**src/rtl/usb_rx_pkg.sv**
```systemverilog
// Shared types and defaults for the USB full-speed receive controller.
package usb_rx_pkg;

  localparam logic [7:0]  SYNC_BYTE_DEF      = 8'h80;
  localparam int unsigned MAX_DATA_BYTES_DEF = 64;
  localparam int unsigned BIT_TIMEOUT_DEF    = 16;

  // PIDs this receiver accepts; anything else is treated as a protocol error.
  typedef enum logic [3:0] {
    PidOut   = 4'b0001,
    PidIn    = 4'b1001,
    PidSetup = 4'b1101,
    PidData0 = 4'b0011,
    PidData1 = 4'b1011,
    PidAck   = 4'b0010,
    PidNak   = 4'b1010,
    PidStall = 4'b1110
  } pid_t;

  typedef enum logic [1:0] {
    PktToken,
    PktData,
    PktHandshake,
    PktInvalid
  } pkt_class_t;

  // Upper nibble must be the complement of the lower nibble, and the PID must be listed.
  function automatic pkt_class_t pid_classify(logic [7:0] pid_byte);
    pkt_class_t cls;
    cls = PktInvalid;
    if (pid_byte[7:4] == ~pid_byte[3:0]) begin
      case (pid_byte[3:0])
        PidOut, PidIn, PidSetup: cls = PktToken;
        PidData0, PidData1:      cls = PktData;
        PidAck, PidNak, PidStall: cls = PktHandshake;
        default:                 cls = PktInvalid;
      endcase
    end
    return cls;
  endfunction

endpackage

```
**src/rtl/usb_rx_ctrl.sv**
```systemverilog
// Receive control FSM: sequences SYNC, PID and body bytes of one packet, writes data payload
// to the RX FIFO and reports completion or error.
module usb_rx_ctrl
  import usb_rx_pkg::*;
#(
  parameter logic [7:0]  SYNC_BYTE      = SYNC_BYTE_DEF,
  parameter int unsigned MAX_DATA_BYTES = MAX_DATA_BYTES_DEF,
  parameter int unsigned BIT_TIMEOUT    = BIT_TIMEOUT_DEF
) (
  input  logic       clk_i,
  input  logic       rst_i,
  input  logic       d_edge_i,
  input  logic       shift_enable_i,
  input  logic       byte_received_i,
  input  logic [7:0] rcv_data_i,
  input  logic       eop_i,
  output logic       rcving_o,
  output logic       w_enable_o,
  output logic       r_error_o,
  output logic [3:0] rx_pid_o,
  output logic       rx_done_o,
  output logic [6:0] byte_count_o
);

  localparam logic [6:0]  MaxCount = 7'(MAX_DATA_BYTES + 2);
  localparam int unsigned ToW      = $clog2(BIT_TIMEOUT + 1);
  localparam logic [ToW-1:0] ToLast = ToW'(BIT_TIMEOUT - 1);

  typedef enum logic [2:0] {
    StIdle,
    StSyncWait,
    StPidWait,
    StBody,
    StEopWait,
    StDone,
    StErrWait
  } state_e;

  state_e         state_q;
  logic           is_data_q;
  logic           tok_cnt_q;
  logic [6:0]     byte_count_q;
  logic           rcving_q;
  logic           r_error_q;
  logic [3:0]     rx_pid_q;
  logic           rx_done_q;
  logic [ToW-1:0] to_cnt_q;

  logic       counting;
  logic       timeout;
  logic       room;
  logic       w_enable;
  logic [6:0] count_upd;
  pkt_class_t pid_cls;

  // Decode timeout, FIFO write strobe and the post-write byte count for this cycle.
  always_comb begin
    counting  = (state_q == StSyncWait) || (state_q == StPidWait) || (state_q == StBody);
    timeout   = counting && shift_enable_i && !byte_received_i && (to_cnt_q == ToLast);
    room      = byte_count_q < MaxCount;
    w_enable  = (state_q == StBody) && is_data_q && byte_received_i && room;
    count_upd = byte_count_q + 7'(w_enable);
    pid_cls   = pid_classify(rcv_data_i);
  end

  // Bit-time watchdog: cleared by every byte, counts sampled bits while a byte is expected.
  always_ff @(posedge clk_i or posedge rst_i) begin
    if (rst_i) begin
      to_cnt_q <= '0;
    end else if ((state_q == StIdle) || byte_received_i) begin
      to_cnt_q <= '0;
    end else if (counting && shift_enable_i) begin
      to_cnt_q <= to_cnt_q + 1'b1;
    end
  end

  // Packet sequencing FSM with registered status outputs.
  always_ff @(posedge clk_i or posedge rst_i) begin
    if (rst_i) begin
      state_q      <= StIdle;
      is_data_q    <= 1'b0;
      tok_cnt_q    <= 1'b0;
      byte_count_q <= '0;
      rcving_q     <= 1'b0;
      r_error_q    <= 1'b0;
      rx_pid_q     <= 4'h0;
      rx_done_q    <= 1'b0;
    end else begin
      rx_done_q <= 1'b0;
      case (state_q)
        StIdle: begin
          if (d_edge_i) begin
            state_q      <= StSyncWait;
            rcving_q     <= 1'b1;
            r_error_q    <= 1'b0;
            byte_count_q <= '0;
            tok_cnt_q    <= 1'b0;
          end
        end

        StSyncWait: begin
          if (eop_i) begin
            r_error_q <= 1'b1;
            rcving_q  <= 1'b0;
            state_q   <= StIdle;
          end else if (byte_received_i) begin
            if (rcv_data_i == SYNC_BYTE) begin
              state_q <= StPidWait;
            end else begin
              r_error_q <= 1'b1;
              state_q   <= StErrWait;
            end
          end else if (timeout) begin
            r_error_q <= 1'b1;
            state_q   <= StErrWait;
          end
        end

        StPidWait: begin
          if (eop_i) begin
            r_error_q <= 1'b1;
            rcving_q  <= 1'b0;
            state_q   <= StIdle;
          end else if (byte_received_i) begin
            if (pid_cls == PktInvalid) begin
              r_error_q <= 1'b1;
              state_q   <= StErrWait;
            end else begin
              rx_pid_q  <= rcv_data_i[3:0];
              is_data_q <= (pid_cls == PktData);
              state_q   <= (pid_cls == PktHandshake) ? StEopWait : StBody;
            end
          end else if (timeout) begin
            r_error_q <= 1'b1;
            state_q   <= StErrWait;
          end
        end

        StBody: begin
          if (is_data_q) begin
            if (byte_received_i && !room) begin
              // Overlong payload: drop the byte; an eop arriving with it ends the packet now.
              r_error_q <= 1'b1;
              if (eop_i) begin
                rcving_q <= 1'b0;
                state_q  <= StIdle;
              end else begin
                state_q <= StErrWait;
              end
            end else begin
              byte_count_q <= count_upd;
              // A byte coinciding with eop is counted before the length check.
              if (eop_i) begin
                rcving_q <= 1'b0;
                if (count_upd >= 7'd2) begin
                  rx_done_q <= 1'b1;
                  state_q   <= StDone;
                end else begin
                  r_error_q <= 1'b1;
                  state_q   <= StIdle;
                end
              end else if (timeout) begin
                r_error_q <= 1'b1;
                state_q   <= StErrWait;
              end
            end
          end else begin
            // Token body: address/endpoint/CRC5 are two bytes, consumed but not stored.
            if (eop_i) begin
              r_error_q <= 1'b1;
              rcving_q  <= 1'b0;
              state_q   <= StIdle;
            end else if (byte_received_i) begin
              if (tok_cnt_q) begin
                state_q <= StEopWait;
              end else begin
                tok_cnt_q <= 1'b1;
              end
            end else if (timeout) begin
              r_error_q <= 1'b1;
              state_q   <= StErrWait;
            end
          end
        end

        StEopWait: begin
          if (byte_received_i) begin
            r_error_q <= 1'b1;
            if (eop_i) begin
              rcving_q <= 1'b0;
              state_q  <= StIdle;
            end else begin
              state_q <= StErrWait;
            end
          end else if (eop_i) begin
            rcving_q  <= 1'b0;
            rx_done_q <= 1'b1;
            state_q   <= StDone;
          end
        end

        StDone: begin
          state_q <= StIdle;
        end

        StErrWait: begin
          if (eop_i) begin
            rcving_q <= 1'b0;
            state_q  <= StIdle;
          end
        end

        default: begin
          state_q <= StIdle;
        end
      endcase
    end
  end

  assign rcving_o     = rcving_q;
  assign w_enable_o   = w_enable;
  assign r_error_o    = r_error_q;
  assign rx_pid_o     = rx_pid_q;
  assign rx_done_o    = rx_done_q;
  assign byte_count_o = byte_count_q;

endmodule

```
**config.mk**
```make
export PLATFORM = sky130hd
export DESIGN_NAME = usb_rx_ctrl
export DESIGN_NICKNAME = d
export VERILOG_FILES = /design/src/rtl/usb_rx_pkg.sv /design/src/rtl/usb_rx_ctrl.sv
export SDC_FILE = /design/constraint.sdc
export NUM_CORES = 1
export LEC_CHECK = 0
export ABC_AREA = 1
export CAP_MARGIN = 5
export CORE_MARGIN = 2
export CORE_UTILIZATION = 36
export CTS_BUF_LIST = sky130_fd_sc_hd__clkbuf_4 sky130_fd_sc_hd__clkbuf_8 sky130_fd_sc_hd__clkbuf_16
export DETAILED_ROUTE_END_ITERATION = 12
export PLACE_DENSITY = 0.57
export SYNTH_ARGS = -nofsm -noshare
export SYNTH_HDL_FRONTEND = slang
export SYNTH_SLANG_ARGS = --single-unit
```
**constraint.sdc**
```tcl
create_clock -name clk_i -period 6.16 [get_ports clk_i]
set_clock_uncertainty 0.05 [all_clocks]
set_input_delay 0.616 -clock clk_i [delete_from_list [all_inputs] [get_ports clk_i]]
set_output_delay 0.616 -clock clk_i [all_outputs]
set_load 0.01 [all_outputs]
```
==> results of run 1 <==
## where the power goes
group | switching (W) | internal (W) | leakage (nW)
Clock | 0.0000535 | 0.0000572 | 0.0288
Combinational | 0.000154 | 0.0000929 | 0.666
Sequential | 0.0000226 | 0.000178 | 0.329
## metrics by stage
| step | std cells | worst slack [ns] | hold slack (ns) | area [sq um] | total power, W |
|---|---|---|---|---|---|
| floorplan | 254 | 3.50 | 0.411 | 1720 | 0.000388 |
| global placement | 332 | 2.90 | 0.418 | 2040 | 0.000451 |
| detailed placement | 332 | 2.80 | 0.430 | 2040 | 0.000453 |
| CTS | 336 | 3.04 | 0.452 | 2090 | 0.000564 |
| global route | 336 | 2.63 | 0.465 | 2090 | 0.000610 |
| finish | 336 | 3.03 | 0.450 | 2090 | 0.000558 |
## Yosys cell counts, drive strengths merged
cell / count / share of area [%]
nand2: 66 / 15
inv: 43 / 9.4
nor2: 35 / 9.5
dfrtp: 24 / 35
o21ai: 22 / 6.4
nand3: 19 / 6.1
a21oi: 13 / 4.0
ha: 6 / 4.4
nor3: 5 / 1.5
buf: 4 / 1.9
nand4: 3 / 1.1
xor2: 3 / 1.5
o31ai: 2 / 0.87
a211oi: 1 / 0.44
a21boi: 1 / 0.44
a31oi: 1 / 0.36
nand3b: 1 / 0.44
o2111ai: 1 / 0.51
o21a: 1 / 0.44
o22ai: 1 / 0.36
o32ai: 1 / 0.51
or2: 1 / 0.36
## final cells by class
cell class                      count  area, sq um  share of cell area [%]
Inverter                           43          161                    7.72
Tap cell                           54         67.6                    3.23
Sequential cell                    24          601                    28.7
Multi-Input combinational cell    183          927                    44.3
Timing Repair Buffer               28          280                    13.4
Clock buffer                        4         55.1                    2.63
## state kept, by name, indices dropped and copies added (netlist names)
name and cells:
tok_cnt_q 1, byte_count_o 7, rcving_o 1, rx_done_o 1, to_cnt_q 5, state_q 3
is_data_q 1, r_error_o 1, rx_pid_o 4
## per-layer routing
layer	up-vias	GRT usage, %
li1	879	-
met4	0	6.38
met2	20	27.4
met1	710	22.7
met3	7	2.21
met5	-	0
## worst max-delay path by stage
stage | start | endpoint | slack (ns) | depth (start not counted)
after floorplan | state_q[2] | state_q[2] | 3.50 | 18
after global placement | byte_received_i | state_q[2] | 2.90 | 16
after detailed placement | byte_received_i | state_q[2] | 2.80 | 16
after CTS | byte_received_i | w_enable_o | 3.04 | 4
after global routing | byte_received_i | r_error_o | 2.63 | 15
final | byte_received_i | w_enable_o | 3.03 | 4
## critical path, cell delays in order
cell and delay, ns:
clkdlybuf4s50_1 0.72, inv_1 0.20, nor3_1 0.32, clkdlybuf4s50_1 0.61
## cells by family (layout without fill, tap and decap cells)
logic type	count (synthesis)	after routing	synth area share [%]
simple gates	130	130	33.6
buf+inv	47	75	11.3
compound gates	44	44	14.3
flops	24	24	34.9
fa+ha+maj	6	6	4.36
xor+xnor	3	3	1.53
==> reports/qor.csv, run 1 <==
metric;value;unit
Tightest Hold Check Type;flop to flop;
CTS max path bufs;2;
Setup Buffers After CTS;0;
Reg2Reg Depth;18;
Die Width;73.2;um
Min-Delay Path Depth;2;
I/O pins;29;
Core Area;0.00466;sq mm
Hold Fails Final Rpt;0;
CTS Buf Count;3;
met2 wire len;1.75;mm
Post-Synthesis Cells;254;
Final nets;303;
critical path class;primary input to output port;
Setup Total Neg Slack;0;ns
vias in the first global route;1611;
Vias/cell;4.81;
Post-Route WL;3.94;mm
critical path startpoint category;primary input;
synth unique cells;30;
Seq cells post-synth;24;
final worst path period need;3.13;ns
CP Max Fanout;12;
row cnt;25;
Filler cells;501;
PostCTS Resize Cnt;0;
Max-slew headroom;37.5;%
WL/cell;11.7;um
CP arrival;2.46;ns
Initial Util;36.9;%
Global Route Usage Sum;16.9;%
Met3 Routed Length;83;um
slew of the pin with the lowest slew margin;0.936;ns
# clock sinks;24;
DRC violations left;0;
H-tree depth;1;
Worst Hold Launch;rx_pid_o[3];
final setup vio count;0;
CTS tree;built;
Leak;1.02;nW
DRT antenna net count;0;
worst skew pair latency;0.28;ns
Final period util;50.8;%
Post-Syn Nets;274;
Worst setup EP type;output port;
clock root buffer;clkbuf_8;
Antenna Cells;0;
largest net degree at the start of global routing;25;
M1 wire length;2.03;mm
RSZ-0062 raised after global routing;false;
Post-Syn Area;0.00172;sq mm
Slew Limit Fails;0;
sequential area share after synthesis;34.9;%
share of cells above drive strength 1;7.45;%
launching point of the worst reg2reg path;state_q[2];
Fmax achieved;319;MHz
first-pass GRT wire length;7.09;mm
Critical R2R Capture;state_q[2];
most common cell after layout, fill and taps aside;nand2_1;
Post-DP HPWL;3.10;mm
status;completed;
DRT Pass-1 Iters;4;
final design utilization;44.9;%
Power Density;267;mW/mm^2
area growth from synthesis to layout;21.5;%
Synth Warn #;0;
Die H;73.2;um
Worst EP required;5.49;ns
gpl congestion;0.834;
port bufs;28;
die area;0.00535;sq mm
Hold EP;rx_pid_o[3];
Post-Syn Area per Cell;6.78;sq um
GRT overflow;0;
r2r setup slk;3.29;ns
DR vias;1616;
initial drt markers;53;
max cap viols;0;
CTS Hold Bufs;0;
maximum vdd drop;0.121;mV
most frequent cells in the layout;64 x nand2_1, 38 x inv_1, 28 x nor2_1, 28 x clkdlybuf4s50_1, 24 x dfrtp_1;
Top Layer Used;met4;
Clock transition at path regs;0.09;ns
initial antenna violation count;0;
No activity file was read; power rests on OpenSTA's default activity.
==> run 2: changes to the inputs <==
Clock period 6.16 ns to 3.2 ns, I/O delays scaled along.
==> run 2 against run 1 <==
  * Core utilization grew 0.19 points
  * Combinational power rose by 95%
  * Clock power increased by 61%
  * First-iteration DRC count up 51%
  * Register-to-register slack lost 2.8 ns
==> reports/qor.csv, run 2 (synthesis gave the netlist of run 1 again) <==
metric;value;unit;change
Worst setup EP type;flop;;
Min Hold Slack;0.437;ns;-0.0128 ns
port bufs;28;;unchanged
Initial Util;36.9;%;unchanged
WL/cell;11.6;um;-1.3%
Final period util;84.2;%;
CP cell instances;nor2_2, nand2_2, nor2_2, inv_1, nor3_2, ha_1, ha_1, nand3_1, xor2_1, nand2_1, nor2_1, nand2_1, nand2_1, inv_2, nor2_1, nand2_1, nand2_1, nand2_1;;
Antenna Cells;0;;unchanged
Setup WS pre-CTS;0.362;ns;-2.44 ns
gpl congestion;0.786;;-5.8%
final worst slack;0.504;ns;-2.52 ns
Slew Limit Fails;0;;unchanged
dpl cells;334;;+0.60%
Setup Total Neg Slack;0;ns;unchanged
clock root buffer;clkbuf_8;;
Seq. cell area;601;sq um;unchanged
initial drt markers;80;;+51%
Final nets;305;;+0.66%
Fmax achieved;371;MHz;
max cap viols;0;;unchanged
Clock transition at path regs;0.08;ns;about the same
row cnt;25;;unchanged
DRT Pass-1 Iters;4;;unchanged
most frequent CP cell;nand2_1;;
CTS Buf Count;3;;unchanged
vias in the first global route;1517;;-5.8%
H-tree depth;1;;unchanged
share of cells above drive strength 1;8.48;%;+1.0 points
RSZ-0062 raised after global routing;false;;
Worst EP required;3.30;ns;-2.19 ns
GRT overflow;0;;unchanged
area growth from synthesis to layout;22.0;%;
Post-Route WL;3.90;mm;-0.99%
critical path class;flop to flop;;
Core Area;0.00466;sq mm;unchanged
CP arrival;2.80;ns;+0.34 ns
Max-slew headroom;38.5;%;+0.98 points
DRC violations left;0;;unchanged
Leak;1.03;nW;+0.34%
final worst path period need;2.70;ns;
initial antenna violation count;0;;unchanged
most frequent cells in the layout;64 x nand2_1, 38 x inv_1, 28 x clkdlybuf4s50_1;;
Die Width;73.2;um;unchanged
DRT antenna net count;0;;unchanged
critical path startpoint category;flop;;
Layout Cells excl Fill;337;;+0.30%
max reg flops;7;;unchanged
final setup vio count;0;;unchanged
status;completed;;
slew of the pin with the lowest slew margin;0.922;ns;-0.0147 ns
largest net degree at the start of global routing;25;;unchanged
Global Route Usage Sum;16.2;%;-0.66 points
Setup Buffers After CTS;0;;unchanged
DR vias;1628;;+0.74%
Post-DP HPWL;3.10;mm;-0.18%
Power Density;497;mW/mm^2;+86%
footprint of the multi-input gates;935;sq um;+0.81%
first-pass GRT wire length;6.89;mm;-2.8%
Die H;73.2;um;unchanged
Hold Fails Final Rpt;0;;unchanged
CP max stage delay;0.49;ns;-0.23 ns
CTS tree;built;;
Filler cells;498;;-0.60%
I/O pins;29;;unchanged
CP Max Fanout;7;;-5
CTS max path bufs;2;;unchanged
most common cell after layout, fill and taps aside;nand2_1;;
maximum vdd drop;0.430;mV;+260%
die area;0.00535;sq mm;unchanged
worst skew pair latency;0.26;ns;-0.02 ns
Slowest-stage cell, CP;dfrtp_1;;
# clock sinks;24;;unchanged
Vias/cell;4.83;;+0.44%
Tightest Hold Check Type;flop to flop;;
[run 2: final cells by class]
type	instances	share of cell area [%]
inverter	43	7.68
clock buffer	3	1.97
sequential	24	28.6
timing repair buffer	30	14.1
tap	54	3.22
multi-input combinational	183	44.5
[run 2: final timing paths]
kind	startpoint	slack, ns	to	cells after the start
worst min-delay path	rx_pid_o[2]	0.44	rx_pid_o[2]	2
worst min register to register	rx_pid_o[2]	0.44	rx_pid_o[2]	2
worst max register to register	state_q[2]	0.50	state_q[2]	18
min in group asynchronous	rst_i	0.51	rx_done_o	2
max in group asynchronous	rst_i	2.03	rx_pid_o[1]	2
worst max-delay path	state_q[2]	0.50	state_q[2]	18
[run 2: layer usage]
metal / wire length, um / GRT usage (%)
met5: 0 / 0
met4: 44 / 4.32
met3: 107 / 2.90
met2: 1770 / 25.0
met1: 1980 / 23.3
[run 2: power by group]
group | internal [W] | switching, W | total (W)
sequential | 0.000342 | 0.0000427 | 0.000385
clock | 0.0000842 | 0.0000947 | 0.000179
combinational | 0.000185 | 0.000296 | 0.000481
total | 0.000612 | 0.000433 | 0.00104
[run 2: timing repair]
item | CTS | global route
resized for setup | 0 | 2
endpoints found under the hold margin | 0 | 0
hold buffers | 0 | 0
endpoints found under the setup margin | 0 | 3
[run 2: worst max-delay path, delay by kind of cell, from the launching register on]
family | cells | cell delay (ns)
simple gates | 13 | 1.33
flops | 1 | 0.49
buf+inv | 2 | 0.13
xor+xnor | 1 | 0.20
fa+ha+maj | 2 | 0.38
[run 2: metrics by stage]
step | util (%) | cell area (sq um) | total power, W
floorplan | - | 1720 | 0.000748
global placement | 44.0 | 2050 | 0.000875
detailed placement | 44.0 | 2050 | 0.000876
CTS | 44.9 | 2090 | 0.00106
global route | 45.1 | 2100 | 0.00115
finish | 45.1 | 2100 | 0.00104
==> run 3: changes to the inputs <==
Settings changed: PLACE_DENSITY 0.57 to 0.59.
Clock period 3.2 ns to 2.2 ns, I/O delays scaled along.
==> run 3 against run 2 <==
  * The run now ends with setup timing left
  * Register-to-register slack got worse by 0.69 ns
  * Combinational power is 72% higher
  * Critical path depth stayed put
  * Non-clock buffer count is 33 higher
  * Setup slack worse by 0.69 ns
  * Critical endpoint unchanged
==> reports/qor.csv, run 3 (synthesis gave the netlist of run 1 again) <==
metric;value;unit;change
launching point of the worst reg2reg path;byte_count_o[4];;
Final period util;108;%;+24 points
vias in the first global route;1633;;+7.6%
I/O pins;29;;unchanged
most frequent cells in the layout;62 x nand2_1, 36 x inv_1, 35 x buf_4;;
most common cell after layout, fill and taps aside;nand2_1;;
Tightest Hold Check Type;primary input to asynchronous set/reset pin;;
row cnt;25;;unchanged
max cap viols;0;;unchanged
critical path class;flop to flop;;
Reg2Reg Depth;18;;unchanged
CTS Hold Bufs;0;;unchanged
Hold Fails Final Rpt;0;;unchanged
Vias/cell;4.81;;-0.46%
DRT Pass-1 Iters;4;;unchanged
CP Max Fanout;3;;-4
final design utilization;52.9;%;+7.8 points
CTS tree;built;;
Worst setup EP type;flop;;
worst skew pair latency;0.26;ns;about the same
H-tree depth;1;;unchanged
area growth from synthesis to layout;43.2;%;
die area;0.00535;sq mm;unchanged
r2r setup slk;-0.18;ns;-0.69 ns
RSZ-0062 raised after global routing;true;;
Min Hold Slack;0.253;ns;-0.184 ns
Worst EP required;2.30;ns;-1.00 ns
dpl cells;361;;+8.1%
GRT overflow;0;;unchanged
largest net degree at the start of global routing;25;;unchanged
CTS max path bufs;2;;unchanged
Power Density;676;mW/mm^2;+36%
Initial Util;36.9;%;unchanged
Antenna Cells;0;;unchanged
Max-slew headroom;62.6;%;+24 points
maximum vdd drop;0.419;mV;-2.5%
Power Total;0.00167;W;+59%
clock root buffer;clkbuf_8;;
Slew Limit Fails;0;;unchanged
Layout Cells excl Fill;371;;+10%
DRC violations left;0;;unchanged
gpl congestion;0.862;;+9.6%
CTS Buf Count;3;;unchanged
Final nets;338;;+11%
port bufs;28;;unchanged
Die Width;73.2;um;unchanged
Setup WS pre-CTS;-0.243;ns;-0.605 ns
Fmax achieved;420;MHz;+13%
Clock transition at path regs;0.09;ns;about the same
most frequent CP cell;nand2_1;;
slew of the pin with the lowest slew margin;0.561;ns;-0.360 ns
Filler cells;449;;-9.8%
DR vias;1784;;+9.6%
footprint of the multi-input gates;0.00103;sq mm;+11%
Global Route Usage Sum;17.4;%;+1.2 points
Seq. cell area;602;sq um;+0.21%
failing checks;setup timing;;
Critical R2R Capture;state_q[2];;
Die H;73.2;um;unchanged
CP arrival;2.48;ns;-0.32 ns
# clock sinks;24;;unchanged
Post-DP HPWL;3.46;mm;+12%
share of cells above drive strength 1;23.7;%;+15 points
CP max stage delay;0.39;ns;-0.10 ns
critical path startpoint category;flop;;
max reg flops;7;;unchanged
Core Area;0.00466;sq mm;unchanged
Slowest-stage cell, CP;dfrtp_1;;
initial antenna violation count;0;;unchanged
WL/cell;11.8;um;+2.1%
Leak;1.22;nW;+19%
DRT antenna net count;0;;unchanged
initial drt markers;64;;-20%
final worst path period need;2.38;ns;-0.312 ns
status;complete, but fails checks;;
first-pass GRT wire length;7.34;mm;+6.6%
final worst slack;-0.184;ns;-0.688 ns
final setup vio count;4;;+4
CP cell instances;nor2_2, nand3_1, nand2_2, inv_2, nor3_4, ha_2, ha_4, nand3_4, nor2_4, xor2_2, nor2_1, nand2_1, nand2_2, inv_2, nor2_1, nand2_1, nand2_1, nand2_1;;
Post-Route WL;4.39;mm;+12%
run 3: changes by cell type in the layout (fill, tap and decap cells not counted), sizes merged:
cell           change
buf               +33
clkbuf             +1
dlymetal6s2s       +1
clkdlybuf4s50      -1
run 3: metal layers:
layer / wire length [um] / GRT usage [%]
met1: 2140 / 24.8
met2: 2090 / 27.7
met3: 134 / 2.35
met4: 17 / 4.32
met5: 0 / 0
run 3: worst max-delay path, delay by kind of cell, from the launching register on:
| kind | cells | cell delay, ns |
|---|---|---|
| simple gates | 13 | 1.23 |
| fa+ha+maj | 2 | 0.40 |
| flops | 1 | 0.39 |
| buf+inv | 2 | 0.10 |
| xor+xnor | 1 | 0.09 |
run 3: stage by stage:
| stage | setup TNS, ns | cell area, sq um |
|---|---|---|
| final | -0.594 | 2470 |
| after global placement | -0.468 | 2310 |
| after CTS | -0.598 | 2390 |
| after detailed placement | -0.744 | 2310 |
| after global routing | -1.32 | 2470 |
| after floorplan | -0.295 | 1770 |
run 3: what timing repair did:
item | 4_1_cts | 5_1_grt
endpoints found under the hold margin | 0 | 0
pin swaps | 7 | 15
endpoints found under the setup margin | 6 | 8
gates resized for setup | 2 | 14
gates cloned | 0 | 0
setup buffers | 3 | 3
run 3: area by class of cell:
type	instances	area share [%]
Timing Repair Buffer	63	22.1
Sequential cell	24	24.4
Inverter	43	6.54
Clock buffer	4	2.23
Multi-Input combinational cell	183	42.0
Tap cell	54	2.74
run 3: power breakdown:
part	internal [W]	switching (W)
clock	0.000159	0.000141
sequential	0.000500	0.0000399
combinational	0.000337	0.000489
total	0.000996	0.000670
run 3: worst max path at each step:
stage	start	endpoint	slack, ns
after floorplan	state_q[0]	state_q[2]	-0.11
after global placement	byte_received_i	state_q[2]	-0.17
after detailed placement	byte_received_i	r_error_o	-0.24
after CTS	state_q[2]	state_q[2]	-0.21
after global routing	byte_count_o[1]	state_q[2]	-0.33
final	byte_count_o[4]	state_q[2]	-0.18
